File: config.mk
export PLATFORM = sky130hd
export DESIGN_NAME = lt16_soc_top
export DESIGN_NICKNAME = d
export VERILOG_FILES = /design/src/rtl/lt16_soc_top.sv
export SDC_FILE = /design/constraint.sdc
export NUM_CORES = 1
export LEC_CHECK = 0
export BUFFER_PORTS_ARGS = -buffer_cell sky130_fd_sc_hd__clkbuf_2
export CAP_MARGIN = 0
export CORE_MARGIN = 5
export CORE_UTILIZATION = 55
export DETAILED_ROUTE_END_ITERATION = 8
export PLACE_DENSITY = 0.85
export SLEW_MARGIN = 20
export SYNTH_ARGS = -nofsm -noshare
export SYNTH_HDL_FRONTEND = slang
export SYNTH_SLANG_ARGS = --single-unit
File: constraint.sdc
create_clock -name clk_sys -period 1.48 [get_ports clk_sys]
set_clock_uncertainty 0.15 [all_clocks]
set_input_delay 0.074 -clock clk_sys [delete_from_list [all_inputs] [get_ports clk_sys]]
set_output_delay 0.074 -clock clk_sys [all_outputs]
set_load 0.1 [all_outputs]
File: src/rtl/lt16_soc_top.sv
// ============================================================================
// Module   : lt16_soc_top
// Purpose  : Bring-up SoC top: reset synchronizer, LED sequencer bus master,
//            and an LED peripheral register. Optional macro: LED_WALK_EN
//            (walking-one pattern instead of binary up-count).
// Revision : 1.0 - initial release
// ============================================================================
`default_nettype none

module lt16_soc_top #(
    parameter int          PRESCALE = 100,
    parameter logic [15:0] LED_ADDR = 16'hF000
) (
    input  logic       clk_sys,
    input  logic       rst,
    output logic [7:0] led
);

    localparam logic [0:0]  ST_IDLE    = 1'b0;
    localparam logic [0:0]  ST_WRITE   = 1'b1;
    localparam logic [15:0] PRESC_LAST = 16'(PRESCALE - 1);
`ifdef LED_WALK_EN
    localparam logic [7:0]  NEXT_RST   = 8'h01;
`else
    localparam logic [7:0]  NEXT_RST   = 8'h00;
`endif

    logic [1:0]  rst_sync_q;
    logic        rst_s_n;

    logic [15:0] presc_q;
    logic [15:0] presc_d;
    logic        tick;

    logic [0:0]  state_q;
    logic [0:0]  state_d;
    logic [7:0]  next_q;
    logic [7:0]  next_d;

    logic        bus_we;
    logic [15:0] bus_addr;
    logic [7:0]  bus_wdata;

    logic [7:0]  led_q;
    logic [7:0]  led_d;

    // Async assert, release after two clean edges with rst high.
    always_ff @(posedge clk_sys or negedge rst) begin
        if (!rst) begin
            rst_sync_q <= 2'b00;
        end else begin
            rst_sync_q <= {rst_sync_q[0], 1'b1};
        end
    end

    assign rst_s_n = rst_sync_q[1];

    assign tick    = (presc_q == PRESC_LAST);
    assign presc_d = tick ? 16'h0000 : presc_q + 16'd1;

    always_comb begin
        state_d = state_q;
        next_d  = next_q;
        if (state_q == ST_IDLE) begin
            if (tick) begin
                state_d = ST_WRITE;
`ifndef LED_WALK_EN
                next_d  = next_q + 8'd1;
`endif
            end
        end else begin
            state_d = ST_IDLE;
`ifdef LED_WALK_EN
            // Rotate after the write so the very first value written is 8'h01.
            next_d  = {next_q[6:0], next_q[7]};
`endif
        end
    end

    assign bus_we    = (state_q == ST_WRITE);
    assign bus_addr  = bus_we ? LED_ADDR : 16'h0000;
    assign bus_wdata = bus_we ? next_q : 8'h00;

    assign led_d = (bus_we && (bus_addr == LED_ADDR)) ? bus_wdata : led_q;

    always_ff @(posedge clk_sys or negedge rst_s_n) begin
        if (!rst_s_n) begin
            presc_q <= 16'h0000;
            state_q <= ST_IDLE;
            next_q  <= NEXT_RST;
            led_q   <= 8'h00;
        end else begin
            presc_q <= presc_d;
            state_q <= state_d;
            next_q  <= next_d;
            led_q   <= led_d;
        end
    end

    assign led = led_q;

endmodule

`default_nettype wire

# Word level (Yosys, flattened, before mapping)
# Cells that the tools add are included.
# W data, S select, Z words.
# classes
n_addsub	2
eq_ne	2
n_mux	5
n_bitwise	1
reduce_logical	2
# op_table
op	count
$mux W16	2
$add A16 B1 Y16 const B	1
$eq A16 B16 Y1 const B	1
$eq A16 B7 Y1 const B	1
$add A8 B1 Y8 const B	1
$mux W8	1
$mux W1	2
$reduce_and A2 Y1	1
$logic_and A1 B1 Y1	1
$not A1 Y1	1
# totals
regBits	35
in_bits	2
output_inout_bits	8
elab_cells	17

# Longest topological paths before layout
# depth
ltp_word	3
ltp_mapped	6
ltp_nobuf	5

# Least setup slack after synthesis
# No wires, ideal clock.
# synth_path
path_type	register -> register
start	register presc_q[0]
end	register next_q[7]
setup_time_ns	0.122
t_arrival_ns	1.717
required_ns	1.208
setup_slack_ns	-0.509
stages_incl_launch_ff	7
path_buffers	1
synth_period_minus_slack_ns	1.989
cell_sequence	dfrtp_1 > ha_1 > or4b_4 > nor4_4 > buf_6 > nand4_2 > xnor2_2
# synth_between
elab_chain_cells	2
# synth_rtl
element	line_no	source
start: declaration	31	logic [15:0] presc_q;
start signal: assignment	93	presc_q <= presc_d;
$eq A16 B7 Y1	58	assign tick = (presc_q == PRESC_LAST);
$reduce_and A2 Y1 (no line)	n/a	
end signal: assignment	95	next_q <= next_d;
end: declaration	37	logic [7:0] next_q;
# Every way passes these cells.
# A chain may end at the register's enable or synchronous reset.

# Final worst setup path
# layout_path
start	register presc_q[9]
end	register next_q[4]
# The elaborated chain is that of the path after synthesis.

==> run metrics <==
status finished, violations left; failing checks negative setup slack; RePlAce Congestion 0.895; Worst-path clk slew 110 ps; Final Critical Period 1970 ps; met3 track utilization from global routing 5.58%; post-synth top area cell dfrtp_1; post-synth top area share 57.8%; #FFs+latches synth 35; Synth Instances 114; I/O pin cnt 10; Area after DPL 0.00178 sq mm; HPWL after DPL 2.11 mm; CTS tree built; Post-layout nets 166; First-pass DRT Iterations 4; Max H-tree Level 2; Mapped Area 0.00152 sq mm; post-route insts no fill 193; Critical path origin presc_q[9]$_DFF_PN0_; number of routed nets with antenna violations 0; die width 62.5 um; first-pass GRT wire length 5.27 mm; CP Data Arrival Time 2060 ps; grt ovf 0; Starting Density 56.4%; grt met1 use 18.2%; syn nets 118; Die ar. 0.00390 sq mm; yosys warns 0; die extent in y 62.5 um; initial antenna violation count 0; CTS root buf clkbuf_4; Crit path required time 1570 ps; total CTS buffers 5; worst skew pair latency 350 ps; Pwr per Cell Area 753 mW/mm^2; vias per cell 5.45; top_reg_cell synth dfrtp_1; I/O Buffers 9; leakage power 1.04 nW; Max-slew headroom 64.0%; n_diodes 0; Final WS setup -491 ps; Reg2Reg Launch Point presc_q[9]$_DFF_PN0_; Worst Max-Slew Pin Slew 543 ps; largest net degree at the start of global routing 34; WS Path Type reg2reg; Area contributors post-synth dfrtp_1, xnor2_1, mux2_2, xor2_1, nor4_4; Peak VDD IR 0.000695 V; setup TNS -6240 ps; DRT iter0 DRCs 24; Total Wirelength 3.24 mm; fmax 507 MHz; r2r setup slk -490 ps; Layout fillers 183; area delta synth->final 32.6%; # Max-Cap Violations 0; max-slew violations 0; post-layout instance area 0.00201 sq mm; Final Setup Violations 17; CORE AREA 0.00269 sq mm; layout cells sized above 1 48.1%; Placed Cells incl. Taps 177; worst reg2reg path depth 5; worst-path fanout max 8; Async SR Flop Fraction 100%; GRT Overall Usage 17.3%; DRC viols 0; final hold vios 0; vias in the first global route 1166; Vias 1051; layer carrying the most global-route usage met2; fin crit share 133%; Reg area 876 sq um; Row Count 19; most frequent cells after synthesis dfrtp_1, xnor2_1, mux2_2; share of the yosys chip area belonging to registers 57.8%; Hold Path Class reg2async; Worst Setup Start Kind register; most frequent cell after synthesis dfrtp_1; RSZ-0062 raised after global routing true; syn avg cell area 13.3 sq um; GRT met2 Usage 30.8%; Clock Sinks 35; multi-input logic area 714 sq um; distinct cell type count of the synthesized netlist 29; clock tree buffer depth 2; DR WL/cell 16.8 um; Post-synth EDFFs 0; CP endpoint kind register
routing by layer:
metal | vias to the layer above | wire, um
li1 | 496 | -
met1 | 523 | 1230
met2 | 24 | 1810
met3 | 8 | 131
met4 | 0 | 76
met5 | - | 0
layout by cell type (no fill, tap or decap), types with 2 or more instances in the layout:
cell	synthesis	routed
o21ai_0	2	2
xnor2_2	1	2
and3_1	2	2
nand3_2	1	3
dfrtp_1	35	35
xor2_1	5	5
buf_4	0	27
dlygate4sd3_1	0	2
or3_2	2	2
a21oi_1	2	2
clkbuf_2	0	9
nand3_1	7	4
mux2_2	9	8
nand2_1	7	5
nor2_1	4	4
xnor2_1	13	12
buf_6	2	5
clkbuf_4	0	5
nor4_4	2	2
nor3_4	0	3
nand4_1	4	4
repair_timing:
action / 4_1_cts / 5_1_grt
setup endpoints to repair: 22 / 21
hold buffers: 2 / 0
pin swaps: 8 / 9
gates resized for setup: 12 / 9
setup buffers: 1 / 9
hold endpoints to repair: 2 / 0
through the flow:
step           hold WS (ps)  util (%)  total power [mW]  setup slack, ps
3_5_place_dp           -289      66.4             0.999             -471
6_report                105      74.8              1.51             -491
3_3_place_gp           -291      66.4             0.999             -422
5_1_grt                 171      74.8              1.59             -534
2_1_floorplan          -372         -             0.990             -459
4_1_cts                 132      71.7              1.52             -475
registers in the layout (all words and copies together), names as in the netlist:
register / count
bus_we: 1
next_q: 8
rst_sync_q: 2
presc_q: 16
led: 8
worst max-delay path, cell delays in order (launching register included):
cell and delay (ps):
dfrtp_1 410, or4bb_4 580, nor4_4 290, buf_6 170, nand4_1 110, xnor2_1 140
power by group:
| group | switching (mW) | leakage (nW) | internal, mW |
|---|---|---|---|
| Combinational | 0.0179 | 0.533 | 0.00615 |
| Clock | 0.310 | 0.0341 | 0.220 |
| Sequential | 0.000645 | 0.475 | 0.958 |
final cells by class:
class / instances / area share [%]
flip-flops and latches: 35 / 43.6
multi-input cells: 77 / 35.6
repair buffers: 43 / 16.1
clock buffers: 6 / 2.55
well taps: 31 / 1.93
clock inverters: 1 / 0.249
kinds of logic (layout without fill, tap and decap cells):
kind of cell    after synthesis  count (layout)  share of synthesized area [%]
simple gates                 42              42                           19.3
flops                        35              35                           57.8
xor+xnor                     19              19                           11.5
mux                           9               9                           6.69
compound gates                4               4                           1.32
fa+ha+maj                     2               2                           1.65
buf+inv                       2              50                           1.49
other cells                   1               1                          0.247
worst paths after layout:
kind	endpoint
min in group clk_sys	rst_sync_q[1]$_DFF_PN0_
max in group asynchronous	rst_sync_q[1]$_DFF_PN0_
hold reg to reg	presc_q[10]$_DFF_PN0_
hold / removal	presc_q[10]$_DFF_PN0_
setup / recovery	next_q[4]$_DFFE_PN0P_
setup reg to reg	next_q[4]$_DFFE_PN0P_
No activity file was read; power rests on OpenSTA's default activity.
